**config.mk**
```make
export PLATFORM = sky130hd
export DESIGN_NAME = load_store_unit
export DESIGN_NICKNAME = d
export VERILOG_FILES = /design/src/rtl/load_store_unit_pkg.sv /design/src/rtl/lsu_load_align.sv /design/src/rtl/load_store_unit.sv
export SDC_FILE = /design/constraint.sdc
export NUM_CORES = 1
export LEC_CHECK = 0
export BUFFER_PORTS_ARGS = -buffer_cell sky130_fd_sc_hd__buf_2
export CORE_MARGIN = 3
export CORE_UTILIZATION = 30
export DETAILED_ROUTE_END_ITERATION = 16
export PLACE_DENSITY = 0.64
export SETUP_SLACK_MARGIN = 0.4
export SYNTH_ARGS = -nofsm -noshare
export SYNTH_HDL_FRONTEND = slang
export SYNTH_SLANG_ARGS = --single-unit
```
**constraint.sdc**
```tcl
create_clock -name clk -period 6.8 [get_ports clk]
set_input_delay 1.02 -clock clk [delete_from_list [all_inputs] [get_ports clk]]
set_output_delay 1.02 -clock clk [all_outputs]
set_load 0.02 [all_outputs]
```
**src/rtl/load_store_unit_pkg.sv**
```systemverilog
// Shared definitions for the load/store unit: funct3 encodings, FSM state
// encodings, timeout counter width and access-classification helpers.
package load_store_unit_pkg;

  localparam logic [2:0] LSU_F3_LB  = 3'b000;
  localparam logic [2:0] LSU_F3_LH  = 3'b001;
  localparam logic [2:0] LSU_F3_LW  = 3'b010;
  localparam logic [2:0] LSU_F3_LBU = 3'b100;
  localparam logic [2:0] LSU_F3_LHU = 3'b101;
  localparam logic [2:0] LSU_F3_SB  = 3'b000;
  localparam logic [2:0] LSU_F3_SH  = 3'b001;
  localparam logic [2:0] LSU_F3_SW  = 3'b010;

  localparam logic [1:0] ST_IDLE = 2'd0;
  localparam logic [1:0] ST_MEM  = 2'd1;
  localparam logic [1:0] ST_RESP = 2'd2;

  localparam int unsigned LSU_TIMEOUT_W = 16;

  // Loads: 011/110/111 are illegal. Stores: anything with bit 2 set or 011.
  function automatic logic lsu_f3_illegal(input logic store, input logic [2:0] f3);
    if (store) return f3[2] || (f3[1:0] == 2'b11);
    return (f3[1:0] == 2'b11) || (f3 == 3'b110);
  endfunction

  // funct3[1:0] encodes the access size for both loads and stores.
  function automatic logic lsu_misaligned(input logic [2:0] f3, input logic [1:0] off);
    case (f3[1:0])
      2'b01:   return off[0];
      2'b10:   return off != 2'b00;
      default: return 1'b0;
    endcase
  endfunction

endpackage

```
**src/rtl/lsu_load_align.sv**
```systemverilog
// Combinational load extraction: selects the byte/halfword/word at the given
// little-endian offset inside the bus word and zero- or sign-extends it.
module lsu_load_align
  import load_store_unit_pkg::*;
(
  input  logic [31:0] rdata,
  input  logic [1:0]  offset,
  input  logic [2:0]  funct3,
  output logic [31:0] data
);

  logic [31:0] shifted;

  // Move the addressed lane down to bit 0, then extend according to funct3.
  always_comb begin
    shifted = rdata >> {offset, 3'b000};
    case (funct3)
      LSU_F3_LB:  data = {{24{shifted[7]}}, shifted[7:0]};
      LSU_F3_LH:  data = {{16{shifted[15]}}, shifted[15:0]};
      LSU_F3_LW:  data = shifted;
      LSU_F3_LBU: data = {24'h0, shifted[7:0]};
      LSU_F3_LHU: data = {16'h0, shifted[15:0]};
      default:    data = '0;
    endcase
  end

endmodule

```
**src/rtl/load_store_unit.sv**
```systemverilog
// Multi-cycle load/store unit: turns an effective address, store data and
// funct3 into one word-aligned bus transaction and returns extended load data.
// Optional bus timeout is enabled by defining LSU_TIMEOUT_EN.
module load_store_unit
  import load_store_unit_pkg::*;
#(
  parameter int unsigned TIMEOUT_CYCLES = 255
) (
  input  logic        clk,
  input  logic        rst,
  input  logic        req_valid,
  output logic        req_ready,
  input  logic        req_store,
  input  logic [2:0]  req_funct3,
  input  logic [31:0] req_addr,
  input  logic [31:0] req_wdata,
  output logic        mem_valid,
  input  logic        mem_ready,
  output logic [31:0] mem_addr,
  output logic [31:0] mem_wdata,
  output logic [3:0]  mem_wstrb,
  input  logic [31:0] mem_rdata,
  output logic        rsp_valid,
  output logic [31:0] rsp_data,
  output logic        rsp_misaligned,
  output logic        rsp_err
);

  logic [1:0]  state;
  logic        store_q;
  logic [2:0]  funct3_q;
  logic [1:0]  off_q;
  logic [3:0]  lane_strb;
  logic [31:0] lane_wdata;
  logic [31:0] load_data;
  logic        req_illegal;
  logic        req_misaligned;

`ifdef LSU_TIMEOUT_EN
  localparam logic [LSU_TIMEOUT_W-1:0] TIMEOUT_LAST = LSU_TIMEOUT_W'(TIMEOUT_CYCLES - 1);
  logic [LSU_TIMEOUT_W-1:0] wait_cnt;
`else
  logic unused_timeout;
  assign unused_timeout = (TIMEOUT_CYCLES == 0);
`endif

  assign req_ready      = (state == ST_IDLE);
  assign req_illegal    = lsu_f3_illegal(req_store, req_funct3);
  assign req_misaligned = lsu_misaligned(req_funct3, req_addr[1:0]);

  lsu_load_align u_load_align (
    .rdata  (mem_rdata),
    .offset (off_q),
    .funct3 (funct3_q),
    .data   (load_data)
  );

  // Replicate store data into every lane and enable only the addressed ones.
  always_comb begin
    lane_strb  = '0;
    lane_wdata = '0;
    if (req_store) begin
      case (req_funct3[1:0])
        2'b00: begin
          lane_strb  = 4'b0001 << req_addr[1:0];
          lane_wdata = {4{req_wdata[7:0]}};
        end
        2'b01: begin
          lane_strb  = 4'b0011 << req_addr[1:0];
          lane_wdata = {2{req_wdata[15:0]}};
        end
        2'b10: begin
          lane_strb  = 4'b1111;
          lane_wdata = req_wdata;
        end
        default: begin
          lane_strb  = '0;
          lane_wdata = '0;
        end
      endcase
    end
  end

  // Request/bus/response sequencing; rsp_* are only written on entry to RESP.
  always_ff @(posedge clk) begin
    if (rst) begin
      state          <= ST_IDLE;
      store_q        <= 1'b0;
      funct3_q       <= '0;
      off_q          <= '0;
      mem_valid      <= 1'b0;
      mem_addr       <= '0;
      mem_wdata      <= '0;
      mem_wstrb      <= '0;
      rsp_valid      <= 1'b0;
      rsp_data       <= '0;
      rsp_misaligned <= 1'b0;
      rsp_err        <= 1'b0;
`ifdef LSU_TIMEOUT_EN
      wait_cnt       <= '0;
`endif
    end else begin
      case (state)
        ST_IDLE: begin
          if (req_valid) begin
            store_q  <= req_store;
            funct3_q <= req_funct3;
            off_q    <= req_addr[1:0];
            if (req_illegal) begin
              state          <= ST_RESP;
              rsp_valid      <= 1'b1;
              rsp_data       <= '0;
              rsp_misaligned <= 1'b0;
              rsp_err        <= 1'b1;
            end else if (req_misaligned) begin
              state          <= ST_RESP;
              rsp_valid      <= 1'b1;
              rsp_data       <= '0;
              rsp_misaligned <= 1'b1;
              rsp_err        <= 1'b0;
            end else begin
              state     <= ST_MEM;
              mem_valid <= 1'b1;
              mem_addr  <= {req_addr[31:2], 2'b00};
              mem_wdata <= lane_wdata;
              mem_wstrb <= lane_strb;
`ifdef LSU_TIMEOUT_EN
              wait_cnt  <= '0;
`endif
            end
          end
        end
        ST_MEM: begin
          if (mem_ready) begin
            state          <= ST_RESP;
            mem_valid      <= 1'b0;
            rsp_valid      <= 1'b1;
            rsp_data       <= store_q ? 32'h0 : load_data;
            rsp_misaligned <= 1'b0;
            rsp_err        <= 1'b0;
`ifdef LSU_TIMEOUT_EN
          end else if (wait_cnt == TIMEOUT_LAST) begin
            state          <= ST_RESP;
            mem_valid      <= 1'b0;
            rsp_valid      <= 1'b1;
            rsp_data       <= '0;
            rsp_misaligned <= 1'b0;
            rsp_err        <= 1'b1;
          end else begin
            wait_cnt <= wait_cnt + 1'b1;
`endif
          end
        end
        ST_RESP: begin
          rsp_valid <= 1'b0;
          state     <= ST_IDLE;
        end
        default: state <= ST_IDLE;
      endcase
    end
  end

endmodule
```
==> results.ini, run 1 <==
[logic_synthesis]
ys_ff_latch=110
yosys.area_share.adder_pct=1.028
yosysWarnings=0
async_flop_share_pct=0
synth_edf_count=0
syn_inst=583
yosysTopAreaCell=dfxtp_1
synth_compound_area_share_pct=24.38
synth_top_family_by_area=compound AO/OA/AOI/OAI gates
muxShareOfSynthArea_pct=4.599
yosys.area_share.simple_pct=19.71
ys_top_cells_by_area=dfxtp_1 (45%), nand2_1 (9.5%), a21oi_1 (9.1%)
synth_top_area_share_pct=45.22
synthMostInstantiatedCell=nand2_1
syn_area_um2=4870
synth_flop_cell=dfxtp_1
yosys.area_share.xor_xnor_pct=0
ys_seq_area_share_pct=45.22
synth_commonest_cells=nand2_1 (123), dfxtp_1 (110), a21oi_1 (89)
yosysUniqueCellTypes=43
syn_area_per_cell_um2=8.353

[sta]
worstMarginPinSlew_ns=0.9984
setup_viol=0
fin_crit_sh_pct=52.49
rsz0062_at_grt=false
slew_viol_final=0
layout_min_cycle_time_ns=3.569
fmax_ghz=0.2802
setup_tns_ns=0
skew_ns=0.01056
final-hold-violation-count=0
max-slew-margin-rel_pct=33.44

[power]
p_leak_nw=2.714
ir_worst_vdd_v=0.0001200
power_density_nw_per_um2=234.4

[worst_hold_path]
hp-class=reg2reg
worst_hold_path.num_cells=2
min_from=mem_wstrb[1]$_SDFFE_PP0P_
holdPathEnd=mem_wstrb[1]$_SDFFE_PP0P_

[global_routing]
grtUsageMet3_pct=6.269
antenna_found_initial=3
use_met1_pct=21.09
grt_pass1_wl_um=24090
use_met2_pct=26.41
grt-busiest-layer=met2
grt.total_usage_pct=16.72
grt_max_degree=93
grt_pass1_vias=4447
overflow=0

[drt]
wl_um=15670
routedWlPerCell_um=16.12
drt-pass1-iter-count=9
vias=4917
drc=0
drtIter0Drc=336
postRouteAntennaNets=0
via_per_inst=5.059

[clock_network]
cts_resized=0
cts-root-buf=clkbuf_16
cts_setup_buffers=0
cts_tree=yes
clk_pin_slew_ns=0.08
clkLatencyLatePin_ns=0.36
cts_buffers=9
htreeDepth=3
cts_buffer_depth=2
cts.sink_count=110
ctsHoldBuffers=0

[cells_and_area]
final_cell_area_um2=6281
layout.cells.non_filler=972
drive_gt1_share_pct=31.01
area_delta_synth_final_pct=28.98
nets=864
n_antenna_cell=0

[place]
dp_hpwl_um=11230
io_buffers=206
place_inst=956
place_area_um2=5981
place_congestion=0.8300

[setup_path]
required_ns=7.08
r2r_end=mem_wdata[15]$_SDFFE_PP0P_
rr_worst_depth=5
r2r_start=state[0]$_SDFFE_PP0P_
path_class=in2reg
worstPathArrival_ns=3.85
cpPeakStageDelay_ns=0.58
crit_fanout=92
r2r_setup_slack_ns=4.27
crit_path_top_delay_cell=nand2b_4
crit_chain=buf_2 -> inv_1 -> ha_1 -> o211a_1 -> or4_4 -> nand2b_4 -> or3_1 -> a21oi_1
start_kind=primary input
crit_start=req_funct3[0]
end_kind=flip-flop

[die]
dieHeight_um=133.4
io_pins=209
die_x_um=133.4
rows=45
fp.dieArea_um2=17800
coreArea_um2=15540
start_util_pct=31.34

[run_status]
status=finished, final reports clean

[flow_run]
drv_cap=0

sequential cells by signal (all words and copies together), names as in the netlist:
name and flops:
rsp_err 1, rsp_valid 1, off_q 2, mem_wdata 32
funct3_q 3, store_q 1, mem_valid 1, rsp_misaligned 1
mem_addr 30, mem_wstrb 4, rsp_data 32, state 2
area by class of cell:
class | instances | area, µm²
clock buffers | 9 | 225.2
clock inverters | 7 | 75.07
fillers | 1658 | 9259
inverters | 3 | 11.26
multi-input cells | 421 | 2435
flip-flops and latches | 110 | 2202
well taps | 211 | 264.0
repair buffers | 211 | 1069
power breakdown:
group	internal, mW	total [mW]	switching [mW]
logic	0.0916	0.253	0.162
clock network	0.261	0.531	0.271
registers	0.668	0.687	0.0191
total	1.02	1.47	0.452
worst max-delay path by stage:
stage                                             to  slack, ns  depth (start not counted)
final                     mem_wdata[15]$_SDFFE_PP0P_       3.23                          8
after global routing      mem_wdata[19]$_SDFFE_PP0P_       3.04                          8
after CTS                 mem_wdata[31]$_SDFFE_PP0P_       3.23                          8
after detailed placement  mem_wdata[15]$_SDFFE_PP0P_       2.87                          8
after global placement    mem_wdata[15]$_SDFFE_PP0P_       2.92                          8
after floorplan            mem_wdata[0]$_SDFFE_PP0P_       3.82                         11
critical path: cells and delay by family:
| family | cells | cell delay [ns] |
|---|---|---|
| AND/OR/NAND/NOR | 3 | 1.69 |
| AO/OA/AOI/OAI | 2 | 0.48 |
| buffers and inverters | 2 | 0.19 |
| adder cells (fa/ha/maj) | 1 | 0.44 |
cell usage in the layout, fill, tap and decap left out, drive strengths merged, types with 7 or more instances in the layout:
master   instances
buf            211
nand2          123
dfxtp          110
a21oi           89
o21ai           26
or3             25
mux2i           19
nor2            16
a22oi           16
nand3           12
nor2b           11
clkbuf           9
nand2b           9
o2bb2ai          8
a222oi           8
a221o            8
a22o             8
a211o            7
a32oi            7
through the flow:
stage	util, %	hold WS, ns	total power [mW]	setup slack [ns]
4_1_cts	40.42	0.4554	1.493	3.232
3_5_place_dp	38.49	0.4428	0.9563	2.868
2_1_floorplan	-	0.4620	0.8619	3.824
6_report	40.42	0.4530	1.472	3.231
5_1_grt	40.42	0.4711	1.544	3.035
3_3_place_gp	38.49	0.4371	0.9559	2.920
cell families after synthesis:
logic type	Yosys count
AOI/OAI and AO/OA	185
adders and majority gates	4
buffers and inverters	53
DFF	110
muxes	22
other	1
and+or+nand+nor	208
per-layer routing:
layer | up-vias | part of all wire (%)
met5 | - | 0.20
met4 | 6 | 2.2
met3 | 29 | 9.9
met2 | 227 | 45
met1 | 2224 | 42
li1 | 2431 | -
No activity file was read; power rests on OpenSTA's default activity.
==> run 2, diff against run 1 <==
ABC_AREA = 1   (was default)
PLACE_DENSITY = 0.62   (was 0.64)
clock period = 3.3 ns   (was 6.8 ns; I/O delays follow)
==> run 2 against run 1 <==
  * Count of clock-buffer cells in the layout stayed put
  * Sequential share of layout area is 3.4 points lower
  * Clock power is 140% higher
  * Cell count is 26% higher
  * Critical path depth is 1 lower
  * Non-clock buffer count is 6 higher
  * Largest cell class unchanged
  * Design area is 11% higher
  * Highest routed layer unchanged
  * Global-route usage is 0.60 points higher
  * Synthesized area is 13% higher
  * Synthesized cell count is 42% higher
  * Die area is 12% higher
  * Critical path type is now reg2reg
  * Register-to-register slack worse by 3.2 ns
==> results.ini, run 2 <==
[logic_synthesis]
syn_area_um2=5507  ; +13%
yosysUniqueCellTypes=28  ; -35%
ys_seq_area_share_pct=39.99  ; -5.2 points
yosysWarnings=0  ; unchanged
syn_inst=827  ; +42%
ys_top_cells_by_area=dfxtp_1 (40%), nand2_1 (14%), nor2_1 (12%)
synth_top_area_share_pct=39.99  ; -5.2 points
synth_edf_count=0  ; unchanged
synthMostInstantiatedCell=nand2_1
syn_area_per_cell_um2=6.658  ; -20%
ys_ff_latch=110  ; unchanged
async_flop_share_pct=0  ; unchanged
synth_flop_cell=dfxtp_1
synth_commonest_cells=nand2_1 (207), nor2_1 (170), dfxtp_1 (110)
yosysTopAreaCell=dfxtp_1

[global_routing]
grtUsageMet3_pct=5.426  ; -0.84 points
antenna_found_initial=1  ; -2
use_met2_pct=28.09  ; +1.7 points
grt_pass1_vias=5644  ; +27%
grt_pass1_wl_um=28200  ; +17%
overflow=0  ; unchanged
grt-busiest-layer=met2
grt_max_degree=70  ; -25%
use_met1_pct=21.97  ; +0.88 points
grt.total_usage_pct=17.32  ; +0.60 points

[clock_network]
cts-root-buf=clkbuf_16
cts_tree=yes
htreeDepth=3  ; unchanged
cts_buffers=9  ; unchanged
ctsHoldBuffers=0  ; unchanged
cts.sink_count=110  ; unchanged
clkLatencyLatePin_ns=0.36  ; about the same
cts_resized=0  ; unchanged
cts_setup_buffers=0  ; unchanged
clk_pin_slew_ns=0.08  ; about the same
cts_buffer_depth=2  ; unchanged

[die]
fp.dieArea_um2=20020  ; +12%
io_pins=209  ; unchanged
start_util_pct=31.19  ; -0.15 points
dieHeight_um=141.5  ; +6.1%
coreArea_um2=17660  ; +14%
rows=48  ; +6.7%
die_x_um=141.5  ; +6.1%

[cells_and_area]
final_cell_area_um2=6949  ; +11%
drive_gt1_share_pct=25.62  ; -5.4 points
area_delta_synth_final_pct=26.20
nets=1106  ; +28%
n_antenna_cell=0  ; unchanged
final_cell_mix=nand2_1 (207), buf_2 (206), nor2_1 (169)
final_common_cell=nand2_1
reg.largest.list=mem_wdata: 32 flops, rsp_data: 32 flops, mem_addr: 30 flops

[power]
p_leak_nw=3.464  ; +28%
ir_worst_vdd_v=0.0002348  ; +96%
power_density_nw_per_um2=488.2  ; +110%

[sta]
layout_min_cycle_time_ns=2.257
max-slew-margin-rel_pct=48.98  ; +16 points
setup_viol=0  ; unchanged
skew_ns=0.006521  ; -0.004034 ns
fin_crit_sh_pct=68.41
final-hold-violation-count=0  ; unchanged
worstMarginPinSlew_ns=0.7653  ; -0.2332 ns
slew_viol_final=0  ; unchanged
setup_tns_ns=0  ; unchanged
fmax_ghz=0.4430
rsz0062_at_grt=false

[drt]
via_per_inst=4.759  ; -5.9%
postRouteAntennaNets=0  ; unchanged
drt-pass1-iter-count=4  ; -5
routedWlPerCell_um=14.33  ; -11%
drtIter0Drc=294  ; -13%
drc=0  ; unchanged
wl_um=17600  ; +12%
vias=5844  ; +19%

[place]
dp_hpwl_um=12790  ; +14%
io_buffers=206  ; unchanged
place_congestion=0.8751  ; +5.4%
place_area_um2=6603  ; +10%

[setup_path]
worstPathArrival_ns=2.54  ; -1.31 ns
end_kind=flip-flop
required_ns=3.58  ; -3.50 ns
start_kind=flip-flop
crit_fanout=35  ; -62%
path_class=reg2reg

[run_status]
status=finished, final reports clean

[flow_run]
drv_cap=0  ; unchanged

[worst_hold_path]
hp-class=in2reg

run 2: cell types whose count changed after synthesis, moves of 17 or more:
| cell | change |
|---|---|
| a21boi_1 | +17 |
| a21oi_1 | -35 |
| inv_1 | +31 |
| mux2i_1 | -19 |
| nand2_1 | +84 |
| nand3_1 | +28 |
| nand4_1 | +24 |
| nor2_1 | +154 |
| o21ai_0 | +41 |
| or3_1 | -25 |
run 2: logic make-up (layout without fill, tap and decap cells):
family / Yosys count / count (layout) / share of synthesized area (%)
simple gates: 459 / 459 / 34.76
compound gates: 155 / 155 / 15.77
flops: 110 / 110 / 39.99
buf+inv: 98 / 273 / 8.498
fa+ha+maj: 4 / 4 / 0.9089
other cells: 1 / 2 / 0.06810
run 2: layout make-up:
| cell class | instances | area, µm² |
|---|---|---|
| flip-flops and latches | 110 | 2202 |
| well taps | 225 | 281.5 |
| fillers | 1930 | 10710 |
| inverters | 40 | 150.1 |
| clock inverters | 7 | 121.4 |
| multi-input cells | 620 | 2843 |
| clock buffers | 9 | 225.2 |
| repair buffers | 217 | 1126 |
run 2: worst paths after layout:
kind / start / endpoint / slack [ns] / depth (start not counted)
worst max-delay path: state[1]$_SDFFE_PP0P_ / rsp_data[8]$_SDFFE_PP0P_ / 1.04 / 7
worst min-delay path: req_addr[25] / mem_addr[25]$_SDFFE_PP0P_ / 0.36 / 3
worst max register to register: state[1]$_SDFFE_PP0P_ / rsp_data[8]$_SDFFE_PP0P_ / 1.04 / 7
worst min register to register: rsp_data[3]$_SDFFE_PP0P_ / rsp_data[3]$_SDFFE_PP0P_ / 0.46 / 2
run 2: report_power, final:
part / total, mW / switching (mW) / internal [mW]
clock network: 1.26 / 0.518 / 0.747
logic: 0.709 / 0.489 / 0.220
registers: 1.42 / 0.0303 / 1.39
run 2: per-layer routing:
metal / part of all wire (%) / vias up / routed length (µm)
li1: - / 3008 / -
met1: 44 / 2617 / 7753
met2: 46 / 190 / 8072
met3: 8.2 / 27 / 1440
met4: 1.8 / 2 / 323
met5: 0.074 / - / 13
run 2: stage by stage:
stage	setup WS (ns)	cells	util (%)	hold slack, ns	total power, mW
final	1.043	1228	39.36	0.3579	3.393
after global routing	0.7855	1228	39.36	0.3559	3.581
after CTS	1.023	1228	39.36	0.3419	3.448
after detailed placement	0.7486	1212	37.39	0.4532	2.163
after global placement	0.7995	1212	37.39	0.4493	2.162
after floorplan	1.428	828	-	0.5053	1.933
run 2: critical path, stage by stage (launching register included):
cell and delay [ns]:
dfxtp_1 0.34, nor2_2 0.18, nand2_2 0.17, nand2_2 0.53
nand3_2 0.54, nor2_1 0.26, nor2_1 0.06, nor2_1 0.10
==> run 3, diff against run 2 <==
ABC_AREA = 0   (was 1)
PLACE_DENSITY = 0.64   (was 0.62)
clock period = 2.2 ns   (was 3.3 ns; I/O delays follow)
==> run 3 against run 2 <==
  * Global-route usage is essentially flat
  * Flip-flop and latch count is the same
  * Largest power group unchanged
  * Die area shrank 11%
  * Combinational power grew 47%
==> results.ini, run 3 (synthesized netlist as in run 1, its figures left out) <==
[clock_network]
cts_buffers=9  ; unchanged
ctsHoldBuffers=0  ; unchanged
cts.sink_count=110  ; unchanged
cts_tree=yes
cts-root-buf=clkbuf_16
cts_buffer_depth=2  ; unchanged
clkLatencyLatePin_ns=0.35  ; about the same
htreeDepth=3  ; unchanged
clk_pin_slew_ns=0.08  ; about the same

[die]
fp.dieArea_um2=17800  ; -11%
start_util_pct=31.34  ; +0.15 points
coreArea_um2=15540  ; -12%
dieHeight_um=133.4  ; -5.7%
io_pins=209  ; unchanged
die_x_um=133.4  ; -5.7%
rows=45  ; -6.3%

[power]
clock_power_share_pct=36.8  ; -0.5 points
power_frac_seq_pct=42.4  ; +0.6 points
comb_power_share_pct=20.8  ; about the same
swShare_pct=27.81  ; -2.8 points
p_leak_nw=3.114  ; -10%
p_int_mw=3.605  ; +53%
power_mw=4.994  ; +47%
switchingPower_mw=1.389  ; +34%
ir_worst_vdd_v=0.0003654  ; +56%
power_density_nw_per_um2=699.5  ; +43%

[drt]
via_per_inst=4.961  ; +4.2%
postRouteAntennaNets=0  ; unchanged
vias=5080  ; -13%
wl_um=16110  ; -8.5%
drc=0  ; unchanged
drt-pass1-iter-count=8  ; +4
drtIter0Drc=243  ; -17%
routedWlPerCell_um=15.73  ; +9.7%

[sta]
layout_min_cycle_time_ns=1.934
fin_crit_sh_pct=87.93
hold_ws_ns=0.2101  ; -0.1478 ns
max-slew-margin-rel_pct=37.12  ; -12 points
skew_ns=0.01047  ; +0.003949 ns
timing.final.ws_setup_ns=0.2655  ; -0.7770 ns
fmax_ghz=0.5169
slew_viol_final=0  ; unchanged
worstMarginPinSlew_ns=0.9432  ; +0.1779 ns
setup_viol=0  ; unchanged
final-hold-violation-count=0  ; unchanged
rsz0062_at_grt=true

[setup_path]
crit_fanout=5  ; -86%
r2r_start=state[0]$_SDFFE_PP0P_
crit_chain=buf_12 -> inv_12 -> ha_4 -> o211a_1 -> or4_4 -> buf_6 -> nor3_4 -> buf_6 -> clkbuf_16 -> nand3_1 -> a21oi_1
start_kind=primary input
worstPathArrival_ns=2.21  ; -0.33 ns
r2r_setup_slack_ns=0.48  ; -0.56 ns
cp_common_cell=buf_6
crit_start=req_funct3[0]
end_kind=flip-flop
crit_path_top_delay_cell=or4_4
required_ns=2.48  ; -1.10 ns
cpPeakStageDelay_ns=0.53  ; about the same
path_class=in2reg

[cells_and_area]
n_antenna_cell=0  ; unchanged
drive_gt1_share_pct=38.62  ; +13 points
reg.largest.list=mem_wdata: 32 flops, rsp_data: 32 flops, mem_addr: 30 flops
regArea_um2=2202  ; unchanged
final_common_cell=buf_2
layout.cells.non_filler=1024  ; -17%
n_fill_cell=1574  ; -18%
multiInputGateArea_um2=2616  ; -8.0%
nets=916  ; -17%
fin_util_pct=45.94  ; +6.6 points
area_delta_synth_final_pct=46.61
final_cell_mix=buf_2 (204), nand2_1 (119), dfxtp_1 (110)

[worst_hold_path]
min_from=req_addr[15]
hp-class=in2reg

[place]
place_inst=989  ; -18%
io_buffers=206  ; unchanged
dp_hpwl_um=11100  ; -13%
place_congestion=0.8310  ; -5.0%
dpl_worst_slack_ns=-0.2426  ; -0.9912 ns

[global_routing]
overflow=0  ; unchanged
grt_max_degree=87  ; +24%
grt.total_usage_pct=17.32  ; about the same
grt_pass1_vias=4700  ; -17%
grt_pass1_wl_um=24720  ; -12%
antenna_found_initial=0  ; -1

[run_status]
status=finished, final reports clean

[flow_run]
drv_cap=0  ; unchanged

## run 3: layout make-up
class                      instances  share of cell area (%)
sequential                       110                   30.84
tap                              211                   3.698
clock buffer                      11                   3.540
multi-input combinational        424                   36.65
timing repair buffer             260                   23.64
inverter                           3                  0.4031
clock inverter                     5                   1.227
## run 3: worst paths after layout
kind | cells past startpoint | endpoint
hold reg to reg | 2 | mem_wdata[19]$_SDFFE_PP0P_
hold / removal | 3 | mem_addr[15]$_SDFFE_PP0P_
setup / recovery | 11 | mem_wdata[4]$_SDFFE_PP0P_
setup reg to reg | 6 | rsp_misaligned$_SDFFE_PP0P_
## run 3: critical path, delay by kind of cell
kind	cells	cell delay [ns]
AOI/OAI and AO/OA	2	0.34
adders and majority gates	1	0.15
buffers and inverters	5	0.64
and+or+nand+nor	3	0.75
## run 3: repair_timing
action	CTS	global route
pin swaps	4	14
buffers inserted	6	3
gates resized for setup	18	32
setup endpoints to repair	95	99
gates cloned	5	5
## run 3: routing by layer
layer  vias up  part of all wire (%)  global-route usage, %
li1       2542                     -                      -
met1      2332                    44                  22.25
met2       192                    47                  28.67
met3        14                   7.3                  4.909
met4         0                   1.2                  4.571
met5         -                     0                      0
## run 3: per-stage QoR
stage          setup TNS (ns)  area, µm²
6_report                    0       7139
5_1_grt                     0       7139
2_1_floorplan               0       4955
4_1_cts                     0       6899
3_3_place_gp           -14.69       6296
3_5_place_dp           -16.93       6296
## run 3: power groups by stage
| stage | sequential, mW | combinational [mW] | clock [mW] |
|---|---|---|---|
| after floorplan | 2.23 | 0.451 | 0 |
| after global placement | 2.16 | 0.862 | 0 |
| after detailed placement | 2.16 | 0.864 | 0 |
| after CTS | 2.12 | 0.973 | 1.90 |
| after global routing | 2.13 | 1.13 | 1.98 |
| final | 2.12 | 1.04 | 1.84 |
